`src/rtl/fft_pkg.sv`:
```
// fft_pkg: shared types for the FFT output reorder path.
// Complex sample bundle, bank-state enum, bit-reverse helper.
package fft_pkg;

  localparam int FFT_DW = 16;

  typedef struct packed {
    logic signed [FFT_DW-1:0] re;
    logic signed [FFT_DW-1:0] im;
  } cpx_fix_t;

  typedef enum logic [1:0] {
    BK_EMPTY,
    BK_FILLING,
    BK_FULL,
    BK_DRAINING
  } bank_st_e;

  // Reverse the low n bits of k.
  function automatic logic [31:0] bitrev(
    input logic [31:0] k,
    input int unsigned n
  );
    logic [31:0] r;
    logic [31:0] kk;
    r  = '0;
    kk = k;
    for (int i = 0; i < 32; i++) begin
      if (i < n) begin
        r  = {r[30:0], kk[0]};
        kk = kk >> 1;
      end
    end
    return r;
  endfunction

endpackage

```
`src/rtl/fft_reorder_bank.sv`:
```
// fft_reorder_bank: one 2^N-entry sample bank plus its fill/drain FSM.
// Ports: clk, rst; we_i/waddr_i/wdata_i/wlast_i write side;
//   rd_i/raddr_i/rlast_i read side; rdata_o async read, st_o bank state.
module fft_reorder_bank
  import fft_pkg::*;
#(
  parameter int N  = 3,
  parameter int DW = 16
) (
  input  logic            clk,
  input  logic            rst,
  input  logic            we_i,
  input  logic            wlast_i,
  input  logic [N-1:0]    waddr_i,
  input  logic [2*DW-1:0] wdata_i,
  input  logic            rd_i,
  input  logic            rlast_i,
  input  logic [N-1:0]    raddr_i,
  output logic [2*DW-1:0] rdata_o,
  output bank_st_e        st_o
);

  logic [2*DW-1:0] mem_q [2**N];
  bank_st_e        st_q;

  always_ff @(posedge clk) begin
    if (we_i) mem_q[waddr_i] <= wdata_i;
  end

  assign rdata_o = mem_q[raddr_i];
  assign st_o    = st_q;

  // Writes only land in EMPTY/FILLING banks and reads only in
  // FULL/DRAINING banks, so we_i and rd_i never overlap here.
  always_ff @(posedge clk) begin
    if (rst) begin
      st_q <= BK_EMPTY;
    end else begin
      case (st_q)
        BK_EMPTY:
          if (we_i) st_q <= wlast_i ? BK_FULL : BK_FILLING;
        BK_FILLING:
          if (we_i && wlast_i) st_q <= BK_FULL;
        BK_FULL:
          if (rd_i) st_q <= rlast_i ? BK_EMPTY : BK_DRAINING;
        BK_DRAINING:
          if (rd_i && rlast_i) st_q <= BK_EMPTY;
        default:
          st_q <= BK_EMPTY;
      endcase
    end
  end

endmodule

```
`src/rtl/fft_reorder_buf.sv`:
```
// fft_reorder_buf: ping-pong bit-reverse to natural-order reorder buffer.
// Ports: clk, rst; in_valid/in_ready/in_re/in_im bit-reversed input stream;
//   out_valid/out_ready/out_re/out_im/out_last natural-order output stream.
// FFT_REORDER_INDEX_EN adds out_idx, the natural index of the current output.
module fft_reorder_buf
  import fft_pkg::*;
#(
  parameter int N  = 3,
  parameter int DW = 16
) (
  input  logic          clk,
  input  logic          rst,
  input  logic          in_valid,
  output logic          in_ready,
  input  logic [DW-1:0] in_re,
  input  logic [DW-1:0] in_im,
  output logic          out_valid,
  input  logic          out_ready,
  output logic [DW-1:0] out_re,
  output logic [DW-1:0] out_im,
  output logic          out_last
`ifdef FFT_REORDER_INDEX_EN
  ,
  output logic [N-1:0]  out_idx
`endif
);

  logic            wptr_q, rptr_q;
  logic [N-1:0]    wcnt_q, rcnt_q;
  logic            ov_q, ol_q;
  logic [DW-1:0]   ore_q, oim_q;

  bank_st_e        st    [2];
  logic [2*DW-1:0] rdata [2];
  logic            we    [2];
  logic            rd    [2];

  logic            wr_fire, wlast, rlast;
  logic            rd_avail, load;
  logic [N-1:0]    waddr;
  bank_st_e        wst, rst_st;

  assign wst      = st[wptr_q];
  assign rst_st   = st[rptr_q];
  assign in_ready = (wst != BK_FULL) && (wst != BK_DRAINING);
  assign wr_fire  = in_valid && in_ready;
  assign wlast    = (wcnt_q == '1);
  assign rlast    = (rcnt_q == '1);
  assign waddr    = N'(bitrev(32'(wcnt_q), N));

  assign rd_avail = (rst_st == BK_FULL) || (rst_st == BK_DRAINING);
  // Output register refills whenever it is empty or being consumed.
  assign load     = rd_avail && (!ov_q || out_ready);

  assign we[0] = wr_fire && !wptr_q;
  assign we[1] = wr_fire &&  wptr_q;
  assign rd[0] = load && !rptr_q;
  assign rd[1] = load &&  rptr_q;

  for (genvar b = 0; b < 2; b++) begin : g_bank
    fft_reorder_bank #(
      .N (N),
      .DW(DW)
    ) u_bank (
      .clk    (clk),
      .rst    (rst),
      .we_i   (we[b]),
      .wlast_i(wlast),
      .waddr_i(waddr),
      .wdata_i({in_re, in_im}),
      .rd_i   (rd[b]),
      .rlast_i(rlast),
      .raddr_i(rcnt_q),
      .rdata_o(rdata[b]),
      .st_o   (st[b])
    );
  end

  always_ff @(posedge clk) begin
    if (rst) begin
      wptr_q <= 1'b0;
      rptr_q <= 1'b0;
      wcnt_q <= '0;
      rcnt_q <= '0;
      ov_q   <= 1'b0;
      ol_q   <= 1'b0;
      ore_q  <= '0;
      oim_q  <= '0;
    end else begin
      if (wr_fire) begin
        wcnt_q <= wcnt_q + 1'b1;
        if (wlast) wptr_q <= ~wptr_q;
      end
      if (load) begin
        rcnt_q         <= rcnt_q + 1'b1;
        ov_q           <= 1'b1;
        ol_q           <= rlast;
        {ore_q, oim_q} <= rdata[rptr_q];
        if (rlast) rptr_q <= ~rptr_q;
      end else if (out_ready) begin
        ov_q <= 1'b0;
        ol_q <= 1'b0;
      end
    end
  end

  assign out_valid = ov_q;
  assign out_last  = ol_q;
  assign out_re    = ore_q;
  assign out_im    = oim_q;

`ifdef FFT_REORDER_INDEX_EN
  logic [N-1:0] idx_q;

  always_ff @(posedge clk) begin
    if (rst)       idx_q <= '0;
    else if (load) idx_q <= rcnt_q;
  end

  assign out_idx = idx_q;
`endif

endmodule

```
`config.mk`:
```
export PLATFORM = sky130hd
export DESIGN_NAME = fft_reorder_buf
export DESIGN_NICKNAME = d
export VERILOG_FILES = /design/src/rtl/fft_pkg.sv /design/src/rtl/fft_reorder_bank.sv /design/src/rtl/fft_reorder_buf.sv
export SDC_FILE = /design/constraint.sdc
export NUM_CORES = 1
export LEC_CHECK = 0
export CAP_MARGIN = 0
export CORE_MARGIN = 2
export CORE_UTILIZATION = 45
export DETAILED_ROUTE_END_ITERATION = 10
export PLACE_DENSITY_LB_ADDON = 0.3
export SLEW_MARGIN = 20
export SYNTH_ARGS = -nofsm -noshare
export SYNTH_HDL_FRONTEND = slang
export SYNTH_SLANG_ARGS = --single-unit
```
`constraint.sdc`:
```
create_clock -name clk -period 1.85 [get_ports clk]
set_input_delay 0.2775 -clock clk [delete_from_list [all_inputs] [get_ports clk]]
set_output_delay 0.2775 -clock clk [all_outputs]
set_load 0.05 [all_outputs]
```
==> results.md, run 1 <==
* Clock buffer depth at 3
* Critical Path Most Common Cell: buf_12
* Clock sink count at 559
* Met3 WL at 2.16 mm
* Number of synthesized register bits at 559
* VDD IR max at 734 µV
* Total negative slack at -396 ps
* Status: finished, violations left
* Pins Over Slew Limit at 0
* Buffers & Inverters on Critical Path at 3
* Post-DR vias/cell at 5.57
* Die Ht at 221 µm
* H-tree Lvls at 2
* I/O pin count at 71
* CP endpoint kind: flip-flop
* Initial core utilization at 45.4%
* DRC violations left at 0
* Final setup viols at 18
* Routed wl met2 at 21.6 mm
* 1st-iter DRT viols at 777
* Hold_sp: out_ready
* Max_cap viols at 0
* Mapped Area at 21,100 µm²
* Pre-antenna DRT Iters at 5
* Top FF cell, synth: edfxtp_1
* Relative slew slack at 58.0%
* Number of synthesized flops with an enable pin at 512
* Hold crit path type: input port to flip-flop
* Antenna violations before repair at 0
* Hold endpoint: out_last$_SDFFE_PP0P_
* Required time worst endpoint at 2330 ps
* Worst Tran Pin Value at 628 ps
* N_diodes at 0
* CTS tree: done
* Port Buffers at 70
* GPL Wtd Cong at 0.730
* Die area at 48,600 µm²
* Hold_buf cts at 0
* Overflow after GRT at 0
* Dominant delay contributor by cell family on the critical path: multiplexers
* Reg2Reg Depth at 7
* Final hold violations at 0
* Root Buffer: clkbuf_16
* Final ANT Viol Nets at 0
* Layout cell share with drive strength beyond 1 at 30.3%
* Post-DP HPWL at 26.2 mm
* Nets at 1,186
* Final worst slack at -50.4 ps
* Yosys cell types at 31
* Fillers at 3,490
* DP Cell Count at 1,679
* Number of global-route vias before repair at 10,593
* Final period utilization at 103%
* Row count at 79
* CTS clk-pin slew, worst paths at 60 ps
* First-pass GRT wire length at 65.9 mm
* Mean post-synth cell area at 21.9 µm²
* Highest routed layer: met4
* Layout area overhead at 21.7%
* Largest net degree at the start of global routing at 49
* Critical path, cell by cell: buf_12, buf_12, buf_12, mux4_2, mux2i_1, nor2_1, a211o_1
* DR WL/cell at 24.4 µm
* Total CTS buffers at 55
* Drt total wl at 43.8 mm
* Startpoint types: flip-flop
* Leak at 8.41 nW
* Synth async-reset ratio at 0%
* CP arrival at 2380 ps
* Mapped Nets at 1,007
* Clk_skew at 15.4 ps
* M1 WL at 19.0 mm
* Violated checks: negative setup slack
* Core ar. at 46,500 µm²
* Synth Warn # at 0
* Hold Path Depth at 3
* Critical path class: flip-flop to flip-flop
* GRT Util Overall at 18.5%
* Worst-Skew Late Latency at 600 ps
* CP max stage cell: mux4_2
* Fmax at 526 MHz
* Critical path's largest stage delay at 500 ps
* Shortest period the worst path allows at 1900 ps
* Final std cells w/o fill at 1,793
* Post-Synthesis Cells at 963
* PD cells at 988 nW/µm²
* DR vias at 9,979
* Unrepaired setup endpoints after global routing: true
* R2R Setup Slk at -50 ps
* Worst-path maximum fanout at 9
* Sequential share of the synthesized area at 77.3%
* FF-to-FF End: out_re[8]$_SDFFE_PP0N_
* Die X at 221 µm
[where the power goes]
group / switching (mW) / total, mW / leakage (nW) / internal, mW
Combinational: 0.384 / 0.647 / 2.54 / 0.262
Sequential: 0.0401 / 14.0 / 5.01 / 14.0
Clock: 4.56 / 10.7 / 0.859 / 6.16
[state kept, by name, summed over array words and instances, names as in the netlist, 2 cells and up, named ones only]
register and flops:
rcnt_q 3, g_bank.u_bank.st_o 2, out_re 16, g_bank.u_bank.mem_q 512, wcnt_q 3, out_im 16
[area by class of cell]
cell class                 count  area [µm²]  share of cell area (%)
tap                          607         759                    2.96
clock inverter                21         173                   0.673
clock buffer                  80        1570                    6.12
timing repair buffer         169        2260                    8.81
multi-input combinational    352        4560                    17.8
inverter                       5        22.5                  0.0877
sequential                   559       16300                    63.6
[cells by family (layout without fill, tap and decap cells)]
| kind of cell | after synthesis | count (layout) | synth area share, % |
|---|---|---|---|
| compound gates | 43 | 43 | 1.64 |
| xor+xnor | 2 | 2 | 0.0831 |
| fa+ha+maj | 8 | 8 | 0.475 |
| buf+inv | 52 | 275 | 1.36 |
| flops | 559 | 559 | 77.3 |
| mux | 196 | 196 | 16.9 |
| simple gates | 103 | 103 | 2.20 |
[layout by cell type (no fill, tap or decap), types with 2 or more instances in the layout]
cell	count
nand2_1	6
clkbuf_1	15
clkbuf_16	59
ha_1	8
clkinv_1	6
clkdlybuf4s50_1	35
buf_4	50
dfxtp_4	3
mux2i_4	2
dlygate4sd2_1	12
inv_6	2
dfxtp_1	42
mux4_2	128
xnor2_1	2
buf_16	2
dfxtp_2	2
mux2i_1	62
and3_2	12
buf_8	2
mux2i_2	4
nor3b_1	2
clkinvlp_4	2
and2_2	2
buf_12	60
a211o_1	32
inv_1	3
buf_6	3
clkinv_2	9
edfxtp_1	512
a21oi_1	7
clkbuf_8	10
o21a_1	2
bufinv_16	2
nor2_1	70
[cells in the mapped netlist (all sizes together) (6+ instances only)]
cell	n	area, µm²
a211o	32	280
a21oi	7	35.0
and3	13	81.3
buf	25	185
clkbuf	22	82.6
dfxtp	47	941
edfxtp	512	15400
ha	8	100
mux2i	68	681
mux4	128	2880
nand2	6	22.5
nor2	72	273
[through the flow]
| step | total power, mW | worst slack, ps | utilization (%) | area, µm² | hold slack, ps |
|---|---|---|---|---|---|
| final | 25.4 | -50.4 | 55.3 | 25700 | 393 |
| after global routing | 26.2 | -115 | 55.3 | 25700 | 424 |
| after CTS | 25.6 | -77.2 | 54.9 | 25500 | 363 |
| after detailed placement | 14.9 | -193 | 51.0 | 23700 | 457 |
| after global placement | 14.9 | -164 | 51.0 | 23700 | 455 |
| after floorplan | 14.5 | 9.25 | - | 21100 | 350 |
[routing by layer]
layer	up-vias	GRT usage, %
met1	5279	25.7
li1	4360	-
met3	62	2.67
met4	0	5.42
met2	278	30.8
met5	-	0
[tightest hold or removal path, delay by kind of cell]
kind | cells | cell delay (ps)
AOI/OAI and AO/OA | 1 | 60
and+or+nand+nor | 1 | 110
buffers and inverters | 1 | 490
[what timing repair did]
action / in CTS / in global routing
buffers inserted: 4 / 4
gates resized for setup: 24 / 7
pin swaps: 1 / 6
gates cloned: 1 / 4
endpoints found under the setup margin: 35 / 32
[how the worst max path moves through the flow]
stage                                                   endpoint                             startpoint  cells past startpoint  slack [ps]
after detailed placement                  out_im[5]$_SDFFE_PP0N_                              out_ready                      6        -190
after floorplan           g_bank[1].u_bank.mem_q[7][0]$_DFFE_PP_  g_bank[1].u_bank.st_o[1]$_SDFFE_PP0P_                      4           9
after CTS                                 out_re[4]$_SDFFE_PP0N_                              flip-flop                      7         -80
final                                     out_re[8]$_SDFFE_PP0N_                              flip-flop                      7         -50
after global placement                    out_im[8]$_SDFFE_PP0N_                              out_ready                      6        -160
after global routing                      out_re[3]$_SDFFE_PP0N_                              flip-flop                      7        -110
No activity file was read; power rests on OpenSTA's default activity.
==> run 2: changes to the inputs <==
PLACE_DENSITY_LB_ADDON = unset   (was 0.3)
==> run 2 against run 1 <==
Combinational power about the same. Clock-buffer cell count decreased by 2. Sequential cell count unchanged. Via count decreased by 0.12%. Die area unchanged. Critical path depth decreased by 1. The flow still finishes with violations (negative setup slack).
==> results.md, run 2 (synthesized netlist as in run 1, its figures left out) <==
* Critical path's largest stage delay at 510 ps
* Largest net degree at the start of global routing at 33
* Critical Path Most Common Cell: buf_12
* Drt total wl at 44.9 mm
* Relative slew slack at 60.2%
* Fillers at 3,510
* Antenna violations before repair at 1
* GPL Wtd Cong at 0.697
* Hold_buf cts at 0
* Violated checks: negative setup slack
* I/O pin count at 71
* Shortest period the worst path allows at 1910 ps
* 1st-iter DRT viols at 710
* Clock sink count at 559
* CP max stage cell: mux4_2
* CP endpoint kind: flip-flop
* CTS tree: done
* Post-DP HPWL at 26.9 mm
* H-tree Lvls at 2
* Status: finished, violations left
* PD cells at 993 nW/µm²
* Final worst slack at -57.2 ps
* Hold Path Depth at 3
* Net Sw Power at 5.04 mW
* Worst-path maximum fanout at 10
* Worst-Skew Late Latency at 610 ps
* PnR Total Power at 25.6 mW
* Clock power frac at 42.8%
* DR WL/cell at 24.9 µm
* Root Buffer: clkbuf_16
* Clk_skew at 21.2 ps
* Die area at 48,600 µm²
* Switching Fraction at 19.7%
* Max_cap viols at 0
* Number of global-route vias before repair at 10,338
* DR vias at 9,967
* Leak at 8.48 nW
* Flop pwr share at 54.6%
* Pre-antenna DRT Iters at 5
* Total CTS buffers at 56
* Max reg flops at 512
* Port Buffers at 70
* Startpoint types: flip-flop
* Layout cell share with drive strength beyond 1 at 29.9%
* Row count at 79
* Hold_sp: out_ready
* Hold crit path type: input port to flip-flop
* Fmax at 524 MHz
* N_diodes at 0
* Final hold violations at 0
* Biggest register: g_bank.u_bank.mem_q
* Final setup viols at 16
* Hold endpoint: out_last$_SDFFE_PP0P_
* Commonest non-fill, non-tap cell in the layout: edfxtp_1
* Overflow after GRT at 0
* Clock buffer depth at 3
* CP arrival at 2390 ps
* First-pass GRT wire length at 66.0 mm
* Most frequent cells in the layout: 512 x edfxtp_1, 128 x mux4_2, 70 x nor2_1
* Die X at 221 µm
* GRT Util Overall at 18.8%
* Int Pwr at 20.6 mW
* Required time worst endpoint at 2340 ps
* Post-DR vias/cell at 5.52
* Nets at 1,194
* Post-route cell area at 25,800 µm²
* VDD IR max at 786 µV
* Critical path class: flip-flop to flip-flop
* Buffers & Inverters on Critical Path at 2
* Worst Tran Pin Value at 595 ps
* Core ar. at 46,500 µm²
* Fin Hold WS at 390 ps
* Placed cell areas at 23,800 µm²
* R2R Setup Slk at -60 ps
* Initial core utilization at 45.4%
* Die Ht at 221 µm
* DRC violations left at 0
* Gate power share at 2.5%
* Unrepaired setup endpoints after global routing: true
* CTS clk-pin slew, worst paths at 60 ps
* Critical path, cell by cell: buf_12, buf_12, mux4_2, mux2i_2, nor2_1, a211o_1
* Final period utilization at 103%
* Dominant delay contributor by cell family on the critical path: multiplexers
* Layout area overhead at 22.3%
* Pre-CTS setup slack at -212 ps
* FF-to-FF End: out_re[1]$_SDFFE_PP0N_
* Pins Over Slew Limit at 0
* Reg2Reg Depth at 6
* Final ANT Viol Nets at 0
[run 2: worst reg2reg max path: cells and delay by family, from the launching register on]
family / cells / cell delay [ps]
muxes: 2 / 690
DFF: 1 / 420
buffers and inverters: 2 / 370
AOI/OAI and AO/OA: 1 / 260
and+or+nand+nor: 1 / 60
[run 2: layout make-up]
class | instances | area (µm²) | share of cell area [%]
clock buffers | 78 | 1540 | 5.95
clock inverters | 28 | 263 | 1.02
inverters | 5 | 22.5 | 0.0873
multi-input cells | 352 | 4550 | 17.6
flip-flops and latches | 559 | 16300 | 63.3
well taps | 607 | 759 | 2.94
repair buffers | 176 | 2340 | 9.06
[run 2: power by group through the flow]
stage	sequential, mW	combinational [mW]	clock [mW]
after global placement	14.3	0.635	0
after CTS	14.0	0.648	11.2
after floorplan	14.3	0.222	0
after global routing	14.0	0.698	11.7
after detailed placement	14.3	0.648	0
final	14.0	0.644	11.0
[run 2: layer usage]
layer	GRT usage (%)	wire length [µm]
met2	30.4	21900
met4	5.29	891
met5	0	13
met3	3.24	1830
met1	26.7	20300
[run 2: worst max path at each step]
stage	slack [ps]	end	depth (start not counted)	start
floorplan	9	g_bank[1].u_bank.mem_q[7][0]$_DFFE_PP_	4	g_bank[1].u_bank.st_o[1]$_SDFFE_PP0P_
global placement	-170	out_re[7]$_SDFFE_PP0N_	6	out_ready
detailed placement	-210	out_im[3]$_SDFFE_PP0N_	6	out_ready
CTS	-60	out_re[7]$_SDFFE_PP0N_	6	flip-flop
global route	-110	out_re[1]$_SDFFE_PP0N_	6	flip-flop
finish	-60	out_re[1]$_SDFFE_PP0N_	6	flip-flop
[run 2: timing repair]
action	CTS	global route
setup buffers	1	3
resized for setup	19	9
endpoints found under the setup margin	32	30
cloned	1	4
pin swaps	0	19
[run 2: per-stage QoR]
step	util [%]	TNS (ps)	cells
after floorplan	-	0	963
after global placement	51.2	-36500	1690
after detailed placement	51.2	-41490	1690
after CTS	55.2	-387	1798
after global routing	55.5	-2160	1805
final	55.5	-187	1805
==> run 3: changes to the inputs <==
CORE_MARGIN = unset   (was 2)
==> run 3 against run 2 <==
The run still ends with negative setup slack left. Sequential share of layout area about the same. Routed wire length increased by 1.4%. Total power increased by 3.5%. Worst setup slack got worse by 54 ps. Largest power group unchanged.
==> results.md, run 3 (synthesized netlist as in run 1, its figures left out) <==
* Final worst slack at -111 ps
* Critical path, cell by cell: clkbuf_16, clkbuf_16, mux4_2, mux2i_1, nor2_1, a211o_1
* Area taken by multi-input logic gates at 4570 µm²
* I/O pin count at 71
* Startpoint types: flip-flop
* Final setup viols at 31
* Reg2Reg Depth at 6
* Biggest register: g_bank.u_bank.mem_q
* Max reg flops at 512
* DR vias at 10,062
* Nets at 1,181
* Max_cap viols at 0
* Gate power share at 2.4%
* Largest net degree at the start of global routing at 42
* Clock buffer depth at 3
* Layout area overhead at 22.2%
* Post-DP HPWL at 25.9 mm
* Hold_buf cts at 0
* CTS tree: done
* CP arrival at 2450 ps
* Fmax at 510 MHz
* Required time worst endpoint at 2340 ps
* CTS clk-pin slew, worst paths at 60 ps
* Status: finished, violations left
* Die Ht at 219 µm
* Drt total wl at 45.6 mm
* Pins Over Slew Limit at 0
* GPL Wtd Cong at 0.721
* Worst Tran Pin Value at 606 ps
* CP max stage cell: mux4_2
* 1st-iter DRT viols at 830
* Hold crit path type: input port to flip-flop
* Most frequent cells in the layout: 512 x edfxtp_1, 128 x mux4_2, 69 x nor2_1
* Critical path's largest stage delay at 490 ps
* Initial core utilization at 46.1%
* GRT Util Overall at 19.6%
* Overflow after GRT at 0
* Final hold violations at 0
* Post-DR vias/cell at 5.63
* Total negative slack at -1970 ps
* Total CTS buffers at 56
* Shortest period the worst path allows at 1960 ps
* Net Sw Power at 5.09 mW
* Post-route cell area at 25,800 µm²
* Clk_skew at 22.0 ps
* Number of global-route vias before repair at 10,608
* Critical Path Most Common Cell: clkbuf_16
* Layout cell share with drive strength beyond 1 at 30.4%
* Antenna violations before repair at 1
* Violated checks: negative setup slack
* Fillers at 3,343
* DR WL/cell at 25.5 µm
* Placed cell areas at 23,500 µm²
* Final ANT Viol Nets at 0
* Clock power frac at 44.8%
* FF-to-FF End: out_re[1]$_SDFFE_PP0N_
* Pre-antenna DRT Iters at 5
* Leak at 8.48 nW
* Die X at 219 µm
* Critical path class: flip-flop to flip-flop
* Worst-path maximum fanout at 5
* Unrepaired setup endpoints after global routing: true
* R2R Setup Slk at -110 ps
* Sequential Area at 16,300 µm²
* Switching Fraction at 19.2%
* Clock sink count at 559
* DRC violations left at 0
* Int Pwr at 21.4 mW
* VDD IR max at 957 µV
* Worst-Skew Late Latency at 600 ps
* Flop pwr share at 52.8%
* Core ar. at 45,800 µm²
* Root Buffer: clkbuf_16
* Commonest non-fill, non-tap cell in the layout: edfxtp_1
* CP endpoint kind: flip-flop
* Final period utilization at 106%
* Port Buffers at 70
* Die area at 47,700 µm²
* PD cells at 1030 nW/µm²
* Relative slew slack at 59.5%
* Row count at 78
* First-pass GRT wire length at 67.5 mm
* H-tree Lvls at 2
* Crit path to: out_re[1]$_SDFFE_PP0N_
[run 3: changes by cell type in the layout (fill, tap and decap cells not counted), moves of 2 or more]
cell	previous run	this run
clkbuf_1	18	15
buf_12	60	48
clkinvlp_4	1	3
clkinv_1	14	6
clkbuf_8	3	9
mux2i_2	6	8
clkbuf_16	61	66
mux2i_1	61	58
buf_4	57	51
bufinv_16	4	8
buf_16	4	2
[run 3: through the flow]
stage / power [mW] / hold slack (ps) / worst slack (ps) / std cells / util (%)
4_1_cts: 26.8 / 378 / -64.8 / 1775 / 55.7
2_1_floorplan: 14.5 / 350 / 9.25 / 963 / -
5_1_grt: 27.3 / 416 / -143 / 1785 / 56.3
6_report: 26.5 / 394 / -111 / 1786 / 56.3
3_5_place_dp: 14.9 / 461 / -204 / 1666 / 51.3
3_3_place_gp: 14.9 / 456 / -166 / 1666 / 51.3
[run 3: routing by layer]
layer  share of wire [%]  global-route usage, %
met1                  44                   27.2
met2                  49                   32.0
met3                 5.6                   4.05
met4                 1.7                   4.45
met5                   0                      0
[run 3: area by class of cell]
class                           instances  area share (%)
Tap cell                              600            2.91
Timing Repair Buffer                  163            8.27
Multi-Input combinational cell        352            17.7
Antenna cell                            1         0.00971
Clock buffer                           82            6.33
Inverter                                5          0.0874
Sequential cell                       559            63.3
Clock inverter                         24            1.30
[run 3: worst max-delay path: cells and delay by family (launching register included)]
kind / cells / cell delay (ps)
AO/OA/AOI/OAI: 1 / 260
buffers and inverters: 2 / 370
multiplexers: 2 / 670
flip-flops: 1 / 470
AND/OR/NAND/NOR: 1 / 80
[run 3: power groups by stage]
stage	sequential (mW)	clock, mW	combinational [mW]
final	14.0	11.9	0.631
after global routing	14.0	12.6	0.682
after CTS	14.0	12.1	0.635
after detailed placement	14.3	0	0.633
after global placement	14.3	0	0.618
after floorplan	14.3	0	0.222
[run 3: worst min-delay path by stage]
stage                                  from                      end  cells past startpoint  slack (ps)
detailed placement   out_im[8]$_SDFFE_PP0N_   out_im[8]$_SDFFE_PP0N_                      1         460
CTS                               out_ready    out_last$_SDFFE_PP0P_                      3         380
finish                            out_ready    out_last$_SDFFE_PP0P_                      3         390
global placement    out_im[11]$_SDFFE_PP0N_  out_im[11]$_SDFFE_PP0N_                      1         460
floorplan                               rst   wcnt_q[2]$_SDFFE_PP0N_                      1         350
global route                      out_ready    out_last$_SDFFE_PP0P_                      3         420
[run 3: timing repair]
action	CTS	global route
gates resized for setup	26	20
endpoints found under the setup margin	44	33
buffers inserted	3	2
cloned	0	8
pin swaps	0	28
